<file path="src/rtl/breadboard_sweeper.sv">
// breadboard_sweeper: steps a 4-bit stimulus index through 0..LAST_INDEX on
// {w,x,y,z}, lets the breadboard settle for SETTLE_CYCLES clocks, captures the
// 10-bit result r and offers it to a consumer on a valid/ready handshake.
//
// Ports:
//   clk, rst            clock, asynchronous active-high reset
//   start               one-cycle sweep request (honoured only in IDLE)
//   w, x, y, z          stimulus bits, w = index[3], z = index[0]
//   r                   breadboard results r0..r9 (r[0] = r0)
//   res_valid/res_ready result handshake
//   res_index, res_data index and captured r of the presented result
//   busy                high in DRIVE, CAPTURE and PRESENT
//   done                one-cycle pulse after the final result is accepted
//   checksum            XOR of accepted results since the last start
//
// Optional feature: define SWEEP_CHECKSUM_EN to build the checksum register;
// otherwise checksum is tied to zero.
module breadboard_sweeper #(
    parameter int unsigned SETTLE_CYCLES = 4,
    parameter int unsigned LAST_INDEX    = 15
) (
    input  logic       clk,
    input  logic       rst,
    input  logic       start,
    output logic       w,
    output logic       x,
    output logic       y,
    output logic       z,
    input  logic [9:0] r,
    output logic       res_valid,
    input  logic       res_ready,
    output logic [3:0] res_index,
    output logic [9:0] res_data,
    output logic       busy,
    output logic       done,
    output logic [9:0] checksum
);

    localparam int unsigned IDX_W = 4;
    localparam int unsigned CNT_W = 8;
    localparam int unsigned RES_W = 10;

    localparam logic [CNT_W-1:0] CNT_LAST = CNT_W'(SETTLE_CYCLES - 1);
    localparam logic [IDX_W-1:0] IDX_LAST = IDX_W'(LAST_INDEX);

    typedef enum logic [2:0] {
        S_IDLE,
        S_DRIVE,
        S_CAPTURE,
        S_PRESENT,
        S_DONE
    } state_t;

    state_t             state, state_d;
    logic [IDX_W-1:0]   index, index_d;
    logic [CNT_W-1:0]   cnt, cnt_d;
    logic [IDX_W-1:0]   wxyz_d;
    logic [IDX_W-1:0]   res_index_d;
    logic [RES_W-1:0]   res_data_d;
    logic               res_valid_d;
    logic               busy_d;
    logic               done_d;

    // Next-state logic; registered outputs are decoded from the next state so
    // they line up with the state they describe.
    always_comb begin
        state_d     = state;
        index_d     = index;
        cnt_d       = cnt;
        res_index_d = res_index;
        res_data_d  = res_data;

        case (state)
            S_IDLE: begin
                if (start) begin
                    index_d = '0;
                    cnt_d   = '0;
                    state_d = S_DRIVE;
                end
            end
            S_DRIVE: begin
                cnt_d = cnt + CNT_W'(1);
                if (cnt == CNT_LAST) begin
                    state_d = S_CAPTURE;
                end
            end
            S_CAPTURE: begin
                res_data_d  = r;
                res_index_d = index;
                state_d     = S_PRESENT;
            end
            S_PRESENT: begin
                if (res_ready) begin
                    if (index == IDX_LAST) begin
                        state_d = S_DONE;
                    end else begin
                        index_d = index + IDX_W'(1);
                        cnt_d   = '0;
                        state_d = S_DRIVE;
                    end
                end
            end
            S_DONE: begin
                state_d = S_IDLE;
            end
            default: begin
                state_d = S_IDLE;
            end
        endcase

        busy_d      = (state_d == S_DRIVE) || (state_d == S_CAPTURE) ||
                      (state_d == S_PRESENT);
        res_valid_d = (state_d == S_PRESENT);
        done_d      = (state_d == S_DONE);
        wxyz_d      = busy_d ? index_d : '0;
    end

    // State and output registers.
    always_ff @(posedge clk or posedge rst) begin
        if (rst) begin
            state     <= S_IDLE;
            index     <= '0;
            cnt       <= '0;
            {w, x, y, z} <= '0;
            res_valid <= 1'b0;
            res_index <= '0;
            res_data  <= '0;
            busy      <= 1'b0;
            done      <= 1'b0;
        end else begin
            state     <= state_d;
            index     <= index_d;
            cnt       <= cnt_d;
            {w, x, y, z} <= wxyz_d;
            res_valid <= res_valid_d;
            res_index <= res_index_d;
            res_data  <= res_data_d;
            busy      <= busy_d;
            done      <= done_d;
        end
    end

`ifdef SWEEP_CHECKSUM_EN
    logic [RES_W-1:0] checksum_q;

    // Cleared on an accepted start, folds in each result as it is accepted.
    always_ff @(posedge clk or posedge rst) begin
        if (rst) begin
            checksum_q <= '0;
        end else if ((state == S_IDLE) && start) begin
            checksum_q <= '0;
        end else if ((state == S_PRESENT) && res_ready) begin
            checksum_q <= checksum_q ^ res_data;
        end
    end

    assign checksum = checksum_q;
`else
    assign checksum = '0;
`endif

endmodule

</file>
<file path="config.mk">
export PLATFORM = sky130hd
export DESIGN_NAME = breadboard_sweeper
export DESIGN_NICKNAME = d
export VERILOG_FILES = /design/src/rtl/breadboard_sweeper.sv
export SDC_FILE = /design/constraint.sdc
export NUM_CORES = 1
export LEC_CHECK = 0
export CORE_MARGIN = 4
export CORE_UTILIZATION = 47
export CTS_CLUSTER_DIAMETER = 100
export DETAILED_ROUTE_END_ITERATION = 8
export PLACE_DENSITY = 0.88
export SYNTH_ARGS = -nofsm -noshare
export SYNTH_HDL_FRONTEND = slang
export SYNTH_SLANG_ARGS = --single-unit
</file>
<file path="constraint.sdc">
create_clock -name clk -period 1.66 [get_ports clk]
set_input_delay 0.498 -clock clk [delete_from_list [all_inputs] [get_ports clk]]
set_output_delay 0.498 -clock clk [all_outputs]
set_load 0.03 [all_outputs]
</file>
==> qor.txt <==
Crit Path Max Fanout - 2
status - finished clean
Seq/Total Area, Yosys - 54.6%
Worst setup EP type - primary output
Startpoint Class - register
Total GRT Usage - 16.8%
post-synth cell types - 40
setup violators final - 0
Final Hold Viols - 0
synthesis-to-layout area growth - 31.5%
R2R setup slack - 0.13 ns
Clk pwr share - 17.2%
Post-CTS Repair Setup Buffers - 0
via density per instance - 5.22
crit-path leading delay family - buffers and inverters
CTS tree - done
number of nets with antenna violations after routing - 0
Post-Syn Area - 1650 µm²
detailed placement HPWL - 2550 µm
Final Critical Period - 1.60 ns
CP max stage delay - 0.40 ns
Final Util - 64.5%
via count - 1236
Main synth FF type - dfrtp_1
ys async rst share - 100%
core area - 3360 µm²
Critical path origin - res_index[1]
P_leak - 1.07 nW
Worst Hold Launch - res_index[3]
Die Ht - 67.2 µm
hold-fix buffers at CTS - 0
Synth Register Bits - 36
fin cells - 237
MaxCap Viol Count - 0
placed cells - 229
clk slew on worst S/H paths - 0.10 ns
Core Rows - 21
period utilization - 96.7%
Critical Path Slowest Stage Cell - dlygate4sd2_1
Worst Skew - 0.00365 ns
Post-synth EDFFs - 0
CTS root buffer - clkbuf_4
Sink Count - 36
P_int - 2.09 mW
post-route setup TNS - 0 ns
detail-routed net length per standard cell - 14.2 µm
htree depth - 2
Peak Freq - 623 MHz
first-pass GRT wire length - 5510 µm
worst-skew pair later-pin latency - 0.33 ns
sw frac - 39.0%
P_sw - 1.34 mW
PwrDens - 1580 nW/µm²
Logic pwr share - 44.7%
I/O pin cnt - 45
area of the die - 4520 µm²
Syn Inst Count - 140
Port Buf Inserts - 34
WP buf/inv - 1
WL final - 3360 µm
syn_area_per_cell - 11.8 µm²
DR iter-0 viols - 111
nets - 206
vias in the first global route - 1194
initial core utilization - 49.0%
largest net degree at the start of global routing - 37
drt drc - 0
RSZ-0062 raised after global routing - no
Flop pwr share - 38.1%
Antenna diodes - 0
initial antenna violation count - 0
die width - 67.2 µm
FF-to-FF Start - index[0]
GP Congestion - 0.839
ratio of cells with drive above 1 in the final layout - 17.3%
WP data arrival - 1.11 ns
Pre-antenna DRT Iters - 5
CTS Buf Count - 5
grt ovf - 0
worst path required time - 1.16 ns
Crit Path Class - register to primary output
peak supply drop - 0.621 mV
critical path cell sequence - dlygate4sd2_1
Max Slew Vio Count - 0
synth warn - 0
Worst Hold Class - register to register
clk buf depth - 2
## logic make-up after synthesis
kind of cell               after synthesis  share of synthesized area (%)
muxes                                   17                           11.5
other                                    1                          0.227
adders and majority gates                2                           1.52
AOI/OAI and AO/OA                       22                           9.56
DFF                                     36                           54.6
buffers and inverters                   16                           6.45
and+or+nand+nor                         46                           16.2
## synthesized netlist by cell type, drive strengths merged (3+ instances only)
cell   count  share of area (%)
o31ai      6                2.7
buf       12                5.5
nor2       6                1.4
nand2      9                2.0
a21oi      6                1.8
and2       5                2.0
o21ai      3               0.91
dfrtp     36                 55
nand3      5                1.5
mux2      15                 10
## timing repair
| action | CTS | global route |
|---|---|---|
| resized for setup | 22 | 7 |
| pin swaps | 0 | 0 |
| setup endpoints to repair | 22 | 6 |
| cloned | 0 | 0 |
## registers in the layout (all words and copies together), names as in the netlist
name and cells:
busy 1, cnt 8, done 1, index 4, res_data 10, res_index 4, res_valid 1, state 3
w 1, x 1, y 1, z 1
## power groups by stage
stage	logic [mW]	registers, mW	clock network, mW
detailed placement	1.64	1.34	0
floorplan	0.572	1.74	0
finish	1.53	1.31	0.590
global placement	1.59	1.31	0
CTS	1.52	1.31	0.605
global route	1.65	1.35	0.648
## routing by layer
metal	vias up	global-route usage, %	part of all wire (%)
met3	9	5.49	7.4
li1	581	-	-
met4	0	7.09	1.6
met1	594	19.4	39
met2	52	28.6	52
met5	-	0	0
## worst paths after layout
kind | end | depth (start not counted)
min in group asynchronous | cnt[3] | 3
max | res_index[1] | 1
max reg2reg | z | 6
max in group asynchronous | busy | 3
min reg2reg | res_index[3] | 1
min | res_index[3] | 1
## metrics by stage
| step | setup WS [ns] | power [mW] | instance area (µm²) | hold WS, ns |
|---|---|---|---|---|
| final | 0.0551 | 3.43 | 2170 | 0.489 |
| after global routing | 0.00255 | 3.65 | 2170 | 0.489 |
| after CTS | 0.0265 | 3.43 | 2150 | 0.489 |
| after detailed placement | -0.385 | 2.98 | 2100 | 0.475 |
| after global placement | -0.328 | 2.90 | 2100 | 0.466 |
| after floorplan | 0.122 | 2.31 | 1680 | 0.451 |
## cell type report
class | count | area, µm²
fill | 261 | 1190
sequential | 36 | 901
multi-input combinational | 97 | 689
timing repair buffer | 48 | 437
tap | 46 | 57.6
clock buffer | 6 | 41.3
clock inverter | 2 | 35.0
inverter | 2 | 7.51
## cell usage in the layout, fill, tap and decap left out, types with 2 or more instances in the layout
cell type	instances
nor2_1	6
o31ai_1	5
or2_1	2
nand2_1	9
dfrtp_1	36
and2_1	4
mux2_1	10
clkdlybuf4s15_1	3
buf_4	13
mux2_2	5
clkdlybuf4s50_1	11
and3_1	2
dlygate4sd2_1	19
nor3_1	2
nand2b_1	2
ha_1	2
conb_1	10
or3_1	2
a21oi_1	6
o21ai_1	3
nor2b_1	2
clkbuf_4	5
a31oi_1	2
nand3b_1	2
nand3_1	4
No activity file was read; power rests on OpenSTA's default activity.
